File: src/rtl/pipelined_add_sub_if.sv
// Handshake and data bundle for the pipelined adder/subtractor.
// The slave modport is the adder's view of the bundle.
interface pipelined_add_sub_if #(
    parameter int WIDTH = 64
);
    logic             in_valid;
    logic             in_ready;
    logic [WIDTH-1:0] a;
    logic [WIDTH-1:0] b;
    logic             carry_in;
    logic             sub;
    logic             out_valid;
    logic             out_ready;
    logic [WIDTH-1:0] sum;
    logic             carry_out;
    logic             overflow;
    logic             zero;

    modport master (
        output in_valid, a, b, carry_in, sub, out_ready,
        input  in_ready, out_valid, sum, carry_out, overflow, zero
    );

    modport slave (
        input  in_valid, a, b, carry_in, sub, out_ready,
        output in_ready, out_valid, sum, carry_out, overflow, zero
    );
endinterface

File: src/rtl/pipelined_add_sub.sv
// Segmented add/subtract: one SEG-bit slice per stage with the carry registered between
// stages. The whole pipeline advances together whenever the output slot is free.
module pipelined_add_sub #(
    parameter int WIDTH = 64,
    parameter int SEG   = 16
) (
    input  logic               clk,
    input  logic               rst_n,
    pipelined_add_sub_if.slave bus
);
    localparam int NSTAGE = WIDTH / SEG;

    logic             adv;
    logic             accept;
    logic [WIDTH-1:0] b_eff;
    logic             c0;

    assign adv          = !bus.out_valid || bus.out_ready;
    assign bus.in_ready = adv;
    assign accept       = bus.in_valid && adv;

    // Subtraction is a + ~b + ~borrow_in, so carry_out = 1 means no borrow.
    assign b_eff = bus.sub ? ~bus.b : bus.b;
    assign c0    = bus.sub ? ~bus.carry_in : bus.carry_in;

    generate
        for (genvar gi = 0; gi < NSTAGE; gi++) begin : stg
            // Operand bits still to be consumed when entering this stage.
            localparam int SW = WIDTH - gi * SEG;

            logic [SW-1:0]    src_a;
            logic [SW-1:0]    src_b;
            logic             src_c;
            logic             src_v;
            logic [WIDTH-1:0] src_res;
            logic [SEG:0]     seg_sum;
            logic [WIDTH-1:0] res_d;
            logic             vld_q;
            logic             cy_q;
            logic [WIDTH-1:0] res_q;

            if (gi == 0) begin : g_src
                assign src_a   = bus.a;
                assign src_b   = b_eff;
                assign src_c   = c0;
                assign src_v   = accept;
                assign src_res = '0;
            end else begin : g_src
                assign src_a   = stg[gi-1].g_op.opa_q;
                assign src_b   = stg[gi-1].g_op.opb_q;
                assign src_c   = stg[gi-1].cy_q;
                assign src_v   = stg[gi-1].vld_q;
                assign src_res = stg[gi-1].res_q;
            end

            assign seg_sum = {1'b0, src_a[SEG-1:0]} + {1'b0, src_b[SEG-1:0]}
                           + {{SEG{1'b0}}, src_c};

            always_comb begin
                res_d = src_res;
                res_d[gi*SEG +: SEG] = seg_sum[SEG-1:0];
            end

            always_ff @(posedge clk or negedge rst_n) begin
                if (!rst_n) begin
                    vld_q <= 1'b0;
                    cy_q  <= 1'b0;
                    res_q <= '0;
                end else if (adv) begin
                    vld_q <= src_v;
                    cy_q  <= seg_sum[SEG];
                    res_q <= res_d;
                end
            end

            if (gi < NSTAGE - 1) begin : g_op
                // Only the not-yet-added upper slices travel on, shifted down.
                logic [SW-SEG-1:0] opa_q;
                logic [SW-SEG-1:0] opb_q;

                always_ff @(posedge clk or negedge rst_n) begin
                    if (!rst_n) begin
                        opa_q <= '0;
                        opb_q <= '0;
                    end else if (adv) begin
                        opa_q <= src_a[SW-1:SEG];
                        opb_q <= src_b[SW-1:SEG];
                    end
                end
            end else begin : g_out
                logic ovf_d;
                logic zero_d;
                logic ovf_q;
                logic zero_q;

                // Top slice holds the operand MSBs, so signed overflow is decided here.
                assign ovf_d  = (src_a[SEG-1] == src_b[SEG-1])
                             && (seg_sum[SEG-1] != src_a[SEG-1]);
                assign zero_d = (res_d == '0);

                always_ff @(posedge clk or negedge rst_n) begin
                    if (!rst_n) begin
                        ovf_q  <= 1'b0;
                        zero_q <= 1'b0;
                    end else if (adv) begin
                        ovf_q  <= ovf_d;
                        zero_q <= zero_d;
                    end
                end

                assign bus.out_valid = vld_q;
                assign bus.sum       = res_q;
                assign bus.carry_out = cy_q;
                assign bus.overflow  = ovf_q;
                assign bus.zero      = zero_q;
            end
        end
    endgenerate
endmodule
File: src/flat_wrapper.sv
// flat-port wrapper written by rule: the top's interface ports become plain ports
module pipelined_add_sub_flat 
#(
    parameter int WIDTH = 64,
    parameter int SEG   = 16
)
  (clk, rst_n, bus_in_valid, bus_a, bus_b, bus_carry_in, bus_sub, bus_out_ready, bus_in_ready, bus_out_valid, bus_sum, bus_carry_out, bus_overflow, bus_zero);
  pipelined_add_sub_if #(.WIDTH(WIDTH)) bus_i ();
  input  logic clk;
  input  logic rst_n;
  input wire logic [$bits(bus_i.in_valid)-1:0] bus_in_valid;
  input wire logic [$bits(bus_i.a)-1:0] bus_a;
  input wire logic [$bits(bus_i.b)-1:0] bus_b;
  input wire logic [$bits(bus_i.carry_in)-1:0] bus_carry_in;
  input wire logic [$bits(bus_i.sub)-1:0] bus_sub;
  input wire logic [$bits(bus_i.out_ready)-1:0] bus_out_ready;
  output wire logic [$bits(bus_i.in_ready)-1:0] bus_in_ready;
  output wire logic [$bits(bus_i.out_valid)-1:0] bus_out_valid;
  output wire logic [$bits(bus_i.sum)-1:0] bus_sum;
  output wire logic [$bits(bus_i.carry_out)-1:0] bus_carry_out;
  output wire logic [$bits(bus_i.overflow)-1:0] bus_overflow;
  output wire logic [$bits(bus_i.zero)-1:0] bus_zero;
  assign bus_i.in_valid = bus_in_valid;
  assign bus_i.a = bus_a;
  assign bus_i.b = bus_b;
  assign bus_i.carry_in = bus_carry_in;
  assign bus_i.sub = bus_sub;
  assign bus_i.out_ready = bus_out_ready;
  assign bus_in_ready = bus_i.in_ready;
  assign bus_out_valid = bus_i.out_valid;
  assign bus_sum = bus_i.sum;
  assign bus_carry_out = bus_i.carry_out;
  assign bus_overflow = bus_i.overflow;
  assign bus_zero = bus_i.zero;
  pipelined_add_sub #(.WIDTH(WIDTH), .SEG(SEG)) u_core (.clk(clk), .rst_n(rst_n), .bus(bus_i));
endmodule
File: config.mk
export PLATFORM = sky130hd
export DESIGN_NAME = pipelined_add_sub_flat
export DESIGN_NICKNAME = d
export VERILOG_FILES = /design/src/rtl/pipelined_add_sub_if.sv /design/src/rtl/pipelined_add_sub.sv /design/src/flat_wrapper.sv
export SDC_FILE = /design/constraint.sdc
export NUM_CORES = 1
export LEC_CHECK = 0
export CAP_MARGIN = 20
export CORE_ASPECT_RATIO = 0.75
export CORE_MARGIN = 1
export CORE_UTILIZATION = 42
export DETAILED_ROUTE_END_ITERATION = 10
export DONT_BUFFER_PORTS = 1
export PLACE_DENSITY = 0.57
export SYNTH_ARGS = -nofsm -noshare
export SYNTH_HDL_FRONTEND = slang
export SYNTH_SLANG_ARGS = --single-unit
File: constraint.sdc
create_clock -name clk -period 4 [get_ports clk]
set_clock_uncertainty 0.05 [all_clocks]
set_input_delay 0.8 -clock clk [delete_from_list [all_inputs] [get_ports clk]]
set_output_delay 0.8 -clock clk [all_outputs]
set_load 0.02 [all_outputs]
Word level (Yosys, flattened, before mapping)
Index checks and enable logic that the tools add are counted.

Register bits: 362. Latch bits: 0. RAM bits: 0. Memory bits (read-only): 0. Logic and storage cells: 39. Memories: 0.

Add/sub/neg operators: 8. Multipliers: 0. Div/mod/pow operators: 0. $lt $le $gt $ge: 0. Eq/ne operators: 2. Shifts and indexed selects: 0. Multiplexer cells: 2. Bitwise logic cells: 2. Reduce and logical (&&, ||, !) cells: 5.

Operator list (count): $add A16 B16 Y17 (4); $add A17 B1 Y17 (4); $logic_not A64 Y1 (1); $mux W64 (1); $not A64 Y64 (1); $logic_and A1 B1 Y1 (2); $eq A1 B1 Y1 (1); $logic_not A1 Y1 (1); $logic_or A1 B1 Y1 (1); $mux W1 (1); $ne A1 B1 Y1 (1); $not A1 Y1 (1).

Logic depth before layout (Yosys ltp)
Depth in word-level cells: 4. Depth in mapped cells: 13. Gate-level depth less buffers: 12.

Least setup slack after synthesis
Ideal clock, no wire load.

Path kind: in2reg. From: in bus_sub. To: reg u_core.stg[0].cy_q. Setup time: 0.095 ns. Data arrival time: 3.864 ns. Data required time: 3.855 ns. Path slack: -0.010 ns. Stages on the path: 13. Cells stage by stage: clkbuf_1 -> buf_1 -> xnor2_1 -> fa_1 -> fa_1 -> nor2b_1 -> o21ai_0 -> a21oi_1 -> o41ai_1 -> o211ai_1 -> a31oi_1 -> o21a_1 -> o31ai_1.

Cells in the longest elaborated chain, start to end: 3. Elaborated cells between the ends (all ways): 4. Classes of those cells: add/sub (2); mux (2).

RTL lines: start: declaration (line flat_wrapper.sv:15) `input wire logic [$bits(bus_i.sub)-1:0] bus_sub;`; $mux W64 (line pipelined_add_sub.sv:23) `assign b_eff = bus.sub ? ~bus.b : bus.b;`; $add A16 B16 Y17 (line pipelined_add_sub.sv:56) `assign seg_sum = {1'b0, src_a[SEG-1:0]} + {1'b0, src_b[SEG-1:0]}`; $add A17 B1 Y17 (*) (line pipelined_add_sub.sv:57) `+ {{SEG{1'b0}}, src_c};`; end signal: assignment (line pipelined_add_sub.sv:71) `cy_q <= seg_sum[SEG];`; end: declaration (line pipelined_add_sub.sv:39) `logic cy_q;`.

Every way passes the cells marked *; elsewhere a longest branch is shown, timed or not. A chain may end at the register's enable or synchronous reset.

Worst setup path after layout
From: reg u_core.stg[2].g_op.opb_q[0]. To: reg u_core.stg[3].g_out.zero_q (netlist: u_core.bus.zero).

Cells in the longest elaborated chain, start to end: 3.

RTL lines: start: declaration (line pipelined_add_sub.sv:79) `logic [SW-SEG-1:0] opb_q;`; start signal: assignment (line pipelined_add_sub.sv:87) `opb_q <= src_b[SW-1:SEG];`; $add A16 B16 Y17 (line pipelined_add_sub.sv:56); $add A17 B1 Y17 (line pipelined_add_sub.sv:57); $logic_not A64 Y1 (line pipelined_add_sub.sv:99) `assign zero_d = (res_d == '0);`; end signal: assignment (line pipelined_add_sub.sv:107) `zero_q <= zero_d;`; end: declaration (line pipelined_add_sub.sv:94) `logic zero_q;`.

Every way passes these cells.

==> flow_metrics.py <==
metrics = {
    "run_status": {
        "status": "complete, but fails checks",
        "violations": "negative hold slack",
    },
    "placed_design": {
        "place_congestion": 0.799,
        "place_hpwl_mm": 24.3,
        "dpl.cell_count": 2299,
        "io_buffers": 0,
    },
    "sta": {
        "final.min_clock_period_ps": 3470,
        "setup_violations": 0,
        "rsz0062_at_grt": "false",
        "whs_ps": -74.9,
        "fmaxAchievable_mhz": 288,
        "worst_pin_slew_ps": 1370,
        "fin_crit_sh_pct": 86.7,
        "relSlewSlack_pct": 8.85,
        "setup_tns_ps": 0,
        "hold_viol_final": 92,
        "slew_viol_final": 0,
    },
    "routing": {
        "avgRoutedWirePerCell_um": 15.3,
        "route.detailed.drc": 0,
        "drtPass1Iterations": 4,
        "vias": 11732,
        "viasPerCell": 4.96,
        "final_antenna_net_count": 0,
        "wl_mm": 36.2,
        "drtIter0Drc": 644,
    },
    "logic_synthesis": {
        "yosysSeqAreaShare_pct": 54.4,
        "syn_area_um2": 16600,
        "synth_seq_cells": 362,
        "avgSynthCellArea_um2": 8.92,
        "ys_types": 53,
        "async_flop_share_pct": 100,
        "synthCells": 1866,
        "yosys_warnings": 0,
        "synth_nets": 2068,
        "synth_edf_count": 0,
        "yosys_most_used_dff": "dfrtp_1",
    },
    "floorplan": {
        "rows": 62,
        "dieWidth_um": 232,
        "chipHeight_um": 174,
        "ios": 203,
        "core_area_um2": 38600,
        "initial_utilization_pct": 43.1,
        "die_area_um2": 40400,
    },
    "worst_setup_path": {
        "critPathMostFrequentCell": "fa_1",
        "crit_path_start_kind": "flop",
        "cp_slowest_cell": "fa_1",
        "endpoint_kind": "flop",
        "cp_max_fo": 3,
        "worst_ep_arrival_time_ps": 3880,
        "max_stage_delay_ps": 500,
        "r2r_setup_slack_ps": 530,
        "crit_type": "flop to flop",
        "crit_required_ps": 4410,
        "cp_cell_sequence": "fa_1 -> fa_1 -> a211oi_1 -> o21a_1 -> nor2_1 -> a2111oi_0 -> nor3_1 -> xor2_1 -> nor4bb_1 -> a32o_1",
        "rr_worst_depth": 10,
        "r2r-start": "u_core.stg[2].g_op.opb_q[0]",
        "r2r-end": "u_core.bus.zero",
    },
    "global_route": {
        "grt_pass1_wl_mm": 60.3,
        "grt_pass1_vias": 11597,
        "track_usage_pct": 18.3,
        "antenna_found_initial": 0,
        "grt_start_max_net_pins": 363,
        "grt_overflow_total": 0,
    },
    "cts": {
        "post_cts_resized": 0,
        "cts_buffer_depth": 3,
        "clk_pin_slew_worst_paths_ps": 60,
        "numCtsBuffers": 38,
        "cts_tree": "built",
        "cts_setup_buffers": 0,
        "clockRootBuffer": "clkbuf_16",
        "htree_levels": 2,
        "clock_sinks": 362,
        "clk_latency_ps": 530,
    },
    "cells_and_area": {
        "fin_cells": 2365,
        "final.fill_count": 3771,
        "nets": 2029,
        "n_antenna_cell": 0,
        "syn_to_final_growth_pct": 9.98,
        "drive_gt1_share_pct": 4.16,
    },
    "hold_path": {
        "hold_class": "input port to async pin",
    },
    "power_and_ir_drop": {
        "p_per_area_nw_per_um2": 857,
        "p_leak_nw": 9.06,
        "max-vdd-ir-drop_v": 0.000411,
    },
    "flow_run": {
        "drv_cap": 0,
    },
}
[cells in the final DEF, fill, tap and decap left out, drive strengths merged, types with 2 or more instances in the layout]
cell      netlist  final
a2111oi         2      2
a211o           2      2
a211oi          6      6
a21o           14     14
a21oi          57     57
a31oi           5      5
and2            2      2
and3            6      6
buf            12      8
clkbuf         75     55
clkinv          0      8
clkinvlp        0      2
dfrtp         362    362
fa              8      8
ha             60     60
inv            27     27
nand2         835    835
nand2b          6      6
nand3           7      7
nand4           6      6
nor2           64     64
nor2b           7      7
nor3           20     20
nor3b           3      3
nor4           13     13
o211ai          6      6
o21a           10     10
o21ai          87     87
o21bai          6      6
o31ai          10     10
o41ai           2      2
or2             4      4
or3             9      9
xnor2          70     70
xor2           44     44
[layout make-up]
type	instances	area, µm²	share of cell area (%)
inverter	27	109	0.595
clock buffer	55	1150	6.28
multi-input combinational	1390	7160	39.1
timing repair buffer	8	97.6	0.533
tap	512	641	3.50
sequential	362	9060	49.5
clock inverter	11	85.1	0.465
[where the power goes]
group	internal [W]	total (W)	leakage (nW)	switching (W)
combinational	0.00216	0.00533	4.10	0.00317
clock	0.00206	0.00347	0.610	0.00142
sequential	0.00531	0.00689	4.36	0.00158
[routing by layer]
layer	wire, µm	part of all wire, %	track usage (%)
met4	499	1.4	4.03
met3	1780	4.9	3.85
met2	16400	45	28.5
met5	0	0	0
met1	17500	48	26.2
[kinds of logic after synthesis]
| kind of cell | Yosys count | synth area share [%] |
|---|---|---|
| compound gates | 219 | 7.90 |
| xor+xnor | 114 | 6.00 |
| fa+ha+maj | 68 | 5.47 |
| buf+inv | 114 | 2.57 |
| flops | 362 | 54.4 |
| mux | 2 | 0.128 |
| simple gates | 987 | 23.5 |
[worst max-delay path by stage]
stage	from	end	slack, ps
3_5_place_dp	bus_sub	u_core.stg[0].cy_q	520
3_3_place_gp	bus_sub	u_core.stg[0].cy_q	610
6_report	u_core.stg[2].g_op.opb_q[0]	u_core.bus.zero	530
5_1_grt	u_core.stg[2].g_op.opb_q[0]	u_core.bus.zero	240
4_1_cts	u_core.stg[2].g_op.opb_q[0]	u_core.bus.zero	510
2_1_floorplan	bus_sub	u_core.stg[0].cy_q	200
[cell usage after synthesis, types with 12 or more instances]
| cell | count | area share (%) |
|---|---|---|
| a21o_1 | 14 | 0.63 |
| a21oi_1 | 57 | 1.7 |
| buf_1 | 12 | 0.27 |
| clkbuf_1 | 75 | 1.7 |
| dfrtp_1 | 362 | 54 |
| ha_1 | 60 | 4.5 |
| inv_1 | 27 | 0.61 |
| nand2_1 | 835 | 19 |
| nor2_1 | 64 | 1.4 |
| nor3_1 | 20 | 0.60 |
| nor4_1 | 13 | 0.49 |
| o21ai_0 | 86 | 2.6 |
| xnor2_1 | 70 | 3.7 |
| xor2_1 | 44 | 2.3 |
[registers in the layout, summed over array words and instances, names as in the netlist]
name,cells
u_core.bus.out_valid,1
u_core.stg.g_op.opa_q,96
u_core.stg.res_q,96
u_core.stg.cy_q,3
u_core.bus.zero,1
u_core.bus.carry_out,1
u_core.bus.overflow,1
u_core.stg.vld_q,3
u_core.bus.sum,64
u_core.stg.g_op.opb_q,96
[worst max-delay path: cells and delay by family (launching register included)]
family	cells	cell delay (ps)
AO/OA/AOI/OAI	4	1260
XOR/XNOR	1	170
adder cells (fa/ha/maj)	2	980
flip-flops	1	400
AND/OR/NAND/NOR	3	540
[through the flow]
stage / worst slack [ps] / util, % / power [W] / instance area [µm²] / hold slack (ps)
global placement: 606 / 44.2 / 0.0122 / 17100 / 392
global route: 245 / 47.4 / 0.0170 / 18300 / -110
finish: 531 / 47.4 / 0.0157 / 18300 / -74.9
detailed placement: 524 / 44.2 / 0.0124 / 17100 / 399
floorplan: 198 / - / 0.0108 / 16600 / 380
CTS: 510 / 47.4 / 0.0159 / 18300 / -100
(Power assumes the default switching activity.)
==> patch 1: new RTL, same flow settings <==
`SEG` is set to 16 in 2 places; all go to 18.
--- a/src/rtl/pipelined_add_sub.sv
+++ b/src/rtl/pipelined_add_sub.sv
@@ -2,7 +2,7 @@
 // stages. The whole pipeline advances together whenever the output slot is free.
 module pipelined_add_sub #(
     parameter int WIDTH = 64,
-    parameter int SEG   = 16
+    parameter int SEG   = 18
 ) (
     input  logic               clk,
     input  logic               rst_n,
--- a/src/flat_wrapper.sv
+++ b/src/flat_wrapper.sv
@@ -2,7 +2,7 @@
 module pipelined_add_sub_flat 
 #(
     parameter int WIDTH = 64,
-    parameter int SEG   = 16
+    parameter int SEG   = 18
 )
   (clk, rst_n, bus_in_valid, bus_a, bus_b, bus_carry_in, bus_sub, bus_out_ready, bus_in_ready, bus_out_valid, bus_sum, bus_carry_out, bus_overflow, bus_zero);
   pipelined_add_sub_if #(.WIDTH(WIDTH)) bus_i ();
Function: changed (Yosys sat finds a counterexample within 4 cycles, from zero or initial values and one cycle with rst_n low).
==> patch 1 against the unedited design <==
The run still ends with hold timing left; die area shrank 32%; synthesized cell count shrank 32%; via count shrank 30%; sequential cell count shrank 138; worst setup slack gained 0.19 ns; sequential power shrank 39%; power shrank 37%; core utilization shrank 0.20 points; wire length shrank 25%; final area shrank 33%; synthesized area shrank 32%; critical path type unchanged.
==> patch 1: results (changes against the unedited design) <==
<table>
<tr><th>Metric</th><th>Value</th></tr>
<tr><th colspan="2">Clock network</th></tr>
<tr><td>Clock sink count</td><td>224 (was 362)</td></tr>
<tr><td>Clock buffer count from CTS</td><td>24 (was 38)</td></tr>
<tr><th colspan="2">GRT</th></tr>
<tr><td>Met2 GRT Util</td><td>26.5% (was 28.5%)</td></tr>
<tr><td>GRT met1 Usage</td><td>31.5% (was 26.2%)</td></tr>
<tr><td>Number of global-route vias before repair</td><td>7697 (was 11600)</td></tr>
<tr><td>Wire length of the first global-routing pass</td><td>42600 um (was 60300 um)</td></tr>
<tr><td>Pin count of the biggest net entering global routing</td><td>225 (was 363)</td></tr>
<tr><th colspan="2">Synthesis</th></tr>
<tr><td>Post-synthesis cell type count</td><td>64 (was 53)</td></tr>
<tr><td>Mean cell area of the mapped netlist</td><td>8.86 um^2 (was 8.92 um^2)</td></tr>
<tr><td>Leading cell types by total area after synthesis</td><td>dfrtp_1 (50%), nand2_1 (16%), ha_1 (5.6%) (was dfrtp_1 (54%), nand2_1 (19%), ha_1 (4.5%))</td></tr>
<tr><td>Synth top cells by count</td><td>nand2_1 (474), dfrtp_1 (224), o21ai_0 (67), xnor2_1 (57), ha_1 (51) (was nand2_1 (835), dfrtp_1 (362), o21ai_0 (86), clkbuf_1 (75), xnor2_1 (70))</td></tr>
<tr><th colspan="2">Floorplanning</th></tr>
<tr><td>Die extent in x</td><td>191 um (was 232 um)</td></tr>
<tr><th colspan="2">Layout</th></tr>
<tr><td>Seq. cell area</td><td>5610 um^2 (was 9060 um^2)</td></tr>
<tr><td>Total Nets Final</td><td>1439 (was 2029)</td></tr>
<tr><td>Total of clock buffers placed in the layout</td><td>34 (was 55)</td></tr>
<tr><td>Non-clock buffers</td><td>4 (was 8)</td></tr>
<tr><th colspan="2">Power and ir drop</th></tr>
<tr><td>Cell leakage power</td><td>5.93 nW (was 9.06 nW)</td></tr>
<tr><td>Cell-internal power</td><td>5.88 mW (was 9.53 mW)</td></tr>
<tr><th colspan="2">Detailed routing</th></tr>
<tr><td>Routed wire per std cell</td><td>16.8 um (was 15.3 um)</td></tr>
<tr><td>Length of routed met3 wiring</td><td>1790 um (was 1780 um)</td></tr>
<tr><th colspan="2">Critical path</th></tr>
<tr><td>Longest individual stage delay on the worst path</td><td>0.67 ns (was 0.50 ns)</td></tr>
<tr><th colspan="2">Placement</th></tr>
<tr><td>DP Area</td><td>11500 um^2 (was 17100 um^2)</td></tr>
<tr><td>Final HPWL DP</td><td>19100 um (was 24300 um)</td></tr>
<tr><th colspan="2">Run status</th></tr>
<tr><td>Result of the run</td><td>finished with violations (unchanged)</td></tr>
<tr><td>Violated checks</td><td>hold timing (unchanged)</td></tr>
<tr><th colspan="2">Timing</th></tr>
<tr><td>Final Hold Viols</td><td>224 (was 92)</td></tr>
<tr><td>Worst hold margin</td><td>-0.0678 ns (was -0.0749 ns)</td></tr>
</table>
## patch 1: cell types whose count changed after synthesis, moves of 13 or more
| cell | delta |
|---|---|
| nand2_1 | -361 |
| dfrtp_1 | -138 |
| clkbuf_1 | -28 |
| o21ai_0 | -19 |
| o21ai_1 | +18 |
| nor2_1 | -16 |
| xnor2_1 | -13 |
## patch 1: worst paths after layout
path / to / slack (ns) / startpoint
min in group clk: u_core.stg[0].g_op.opa_q[9] / 0.34 / bus_a[27]
max: u_core.bus.zero / 0.72 / u_core.stg[1].g_op.opb_q[0]
max in group asynchronous: u_core.stg[0].g_op.opb_q[6] / 3.69 / rst_n
min: u_core.stg[0].g_op.opb_q[30] / -0.07 / rst_n
max reg2reg: u_core.bus.zero / 0.72 / u_core.stg[1].g_op.opb_q[0]
min reg2reg: u_core.bus.out_valid / 0.41 / u_core.stg[1].vld_q
## patch 1: logic make-up after synthesis
kind of cell / Yosys count / share of synthesized area [%]
xor+xnor: 94 / 7.28
mux: 1 / 0.0996
flops: 224 / 49.6
fa+ha+maj: 57 / 6.71
compound gates: 206 / 11.3
buf+inv: 88 / 3.25
simple gates: 605 / 21.7
other cells: 1 / 0.0332
## patch 1: metrics by stage
stage / setup WS [ns] / power, mW
after floorplan: 0.178 / 6.68
after global placement: 0.519 / 7.58
after detailed placement: 0.407 / 7.67
after CTS: 0.792 / 9.98
after global routing: 0.636 / 10.6
final: 0.718 / 9.86
## patch 1: power by group through the flow
stage	sequential (mW)	combinational [mW]	clock [mW]
floorplan	3.98	2.70	0
global placement	4.24	3.34	0
detailed placement	4.26	3.41	0
CTS	4.22	3.43	2.33
global route	4.34	3.89	2.42
finish	4.21	3.40	2.26
==> patch 2: new RTL, config.mk and constraints unchanged <==
Made on the original files. Make the reset (`rst_n`) synchronous in 3 clocked blocks.
--- a/src/rtl/pipelined_add_sub.sv
+++ b/src/rtl/pipelined_add_sub.sv
@@ -61,7 +61,7 @@
                 res_d[gi*SEG +: SEG] = seg_sum[SEG-1:0];
             end
 
-            always_ff @(posedge clk or negedge rst_n) begin
+            always_ff @(posedge clk) begin
                 if (!rst_n) begin
                     vld_q <= 1'b0;
                     cy_q  <= 1'b0;
@@ -78,7 +78,7 @@
                 logic [SW-SEG-1:0] opa_q;
                 logic [SW-SEG-1:0] opb_q;
 
-                always_ff @(posedge clk or negedge rst_n) begin
+                always_ff @(posedge clk) begin
                     if (!rst_n) begin
                         opa_q <= '0;
                         opb_q <= '0;
@@ -98,7 +98,7 @@
                              && (seg_sum[SEG-1] != src_a[SEG-1]);
                 assign zero_d = (res_d == '0);
 
-                always_ff @(posedge clk or negedge rst_n) begin
+                always_ff @(posedge clk) begin
                     if (!rst_n) begin
                         ovf_q  <= 1'b0;
                         zero_q <= 1'b0;
Behaviour: differs if rst_n is asserted again (counterexample within 4 cycles, from zero or initial values and one cycle with rst_n low); with rst_n held inactive, the same outputs for 4 cycles.
==> patch 2 against the unedited design <==
Synthesized area rose by 0.46%; sequential cell count did not move; final area is 0.74% lower; critical path type is now flip-flop to output pin; worst setup slack improved by 0.40 ns; critical endpoint is now bus_in_ready; wire length grew 15%.
Power is not compared: it rests on default switching activity, and its combinational part moved more than twofold at a synthesized area within 25%.
==> patch 2: results (changes against the unedited design) <==
<table>
<tr><th>Metric</th><th>Value</th></tr>
<tr><th colspan="2">Run status</th></tr>
<tr><td>Result of the run</td><td>finished, final reports clean (was finished with violations)</td></tr>
<tr><th colspan="2">Synthesis</th></tr>
<tr><td>Multiplexer fraction of the synthesized cell area</td><td>0.120% (was 0.128%)</td></tr>
<tr><td>Post-synthesis cell type count</td><td>71 (was 53)</td></tr>
<tr><td>Share of synthesized registers carrying an async set or reset</td><td>0% (was 100%)</td></tr>
<tr><td>Compound-gate portion of the synthesized area</td><td>21.5% (was 7.90%)</td></tr>
<tr><td>Synth top cells by count</td><td>nand2_1 (622), dfxtp_1 (362), a21boi_0 (253), clkbuf_1 (119), xnor2_1 (63) (was nand2_1 (835), dfrtp_1 (362), o21ai_0 (86), clkbuf_1 (75), xnor2_1 (70))</td></tr>
<tr><td>Post-Synthesis Net Count</td><td>2183 (was 2068)</td></tr>
<tr><td>Share of the synthesized netlist area taken by xor and xnor gates</td><td>4.93% (was 6.00%)</td></tr>
<tr><td>Leading cell types by total area after synthesis</td><td>dfxtp_1 (43%), nand2_1 (14%), a21boi_0 (11%) (was dfrtp_1 (54%), nand2_1 (19%), ha_1 (4.5%))</td></tr>
<tr><td>Syn Inst Count</td><td>1981 (was 1866)</td></tr>
<tr><th colspan="2">Critical path</th></tr>
<tr><td>Setup crit start</td><td>u_core.bus.out_valid (was u_core.stg[2].g_op.opb_q[0])</td></tr>
<tr><td>Top cell family by delay on the critical path</td><td>simple AND/OR/NAND/NOR gates (was compound AO/OA/AOI/OAI gates)</td></tr>
<tr><td>Arr. time, crit path</td><td>2.22 ns (was 3.88 ns)</td></tr>
<tr><th colspan="2">GRT</th></tr>
<tr><td>Antenna violations before repair</td><td>1 (was 0)</td></tr>
<tr><td>GRT met3 Usage</td><td>4.57% (was 3.85%)</td></tr>
<tr><td>Number of global-route vias before repair</td><td>12100 (was 11600)</td></tr>
<tr><th colspan="2">Detailed routing</th></tr>
<tr><td>Initial DRC count</td><td>955 (was 644)</td></tr>
<tr><td>Length of routed wiring on met1</td><td>22300 um (was 17500 um)</td></tr>
<tr><td>Sum of met2 wire segment lengths after detailed routing</td><td>16200 um (was 16400 um)</td></tr>
<tr><td>Vias</td><td>12800 (was 11700)</td></tr>
<tr><td>Via density</td><td>5.27 (was 4.96)</td></tr>
<tr><td>Routed wire per std cell</td><td>17.1 um (was 15.3 um)</td></tr>
<tr><th colspan="2">Placement</th></tr>
<tr><td>Final HPWL DP</td><td>28300 um (was 24300 um)</td></tr>
<tr><td>Placed cells</td><td>2369 (was 2299)</td></tr>
<tr><th colspan="2">Timing</th></tr>
<tr><td>Worst hold margin</td><td>0.366 ns (was -0.0749 ns)</td></tr>
<tr><td>Transition time at the pin with the least slew margin</td><td>1.03 ns (was 1.37 ns)</td></tr>
<tr><th colspan="2">Min path</th></tr>
<tr><td>Hold Crit Class</td><td>input port to flip-flop (was input port to async pin)</td></tr>
</table>
==> patch 2: cells by family after synthesis <==
family / Yosys count
AND/OR/NAND/NOR: 819
AO/OA/AOI/OAI: 480
flip-flops: 362
buffers and inverters: 156
XOR/XNOR: 94
adder cells (fa/ha/maj): 68
multiplexers: 2
==> patch 2: cell type report <==
class / instances / area (um^2) / area share (%)
well taps: 512 / 641 / 3.53
multi-input cells: 1463 / 8880 / 48.9
clock inverters: 9 / 76.3 / 0.420
repair buffers: 8 / 97.6 / 0.537
diodes: 2 / 5.00 / 0.0276
inverters: 24 / 97.6 / 0.537
clock buffers: 55 / 1120 / 6.14
flip-flops and latches: 362 / 7250 / 39.9
==> patch 2: final timing paths <==
check / to / cells past startpoint
max: bus_in_ready / 2
min: u_core.stg[0].g_op.opb_q[17] / 1
max reg2reg: u_core.stg[1].res_q[26] / 11
min reg2reg: u_core.stg[0].res_q[7] / 2
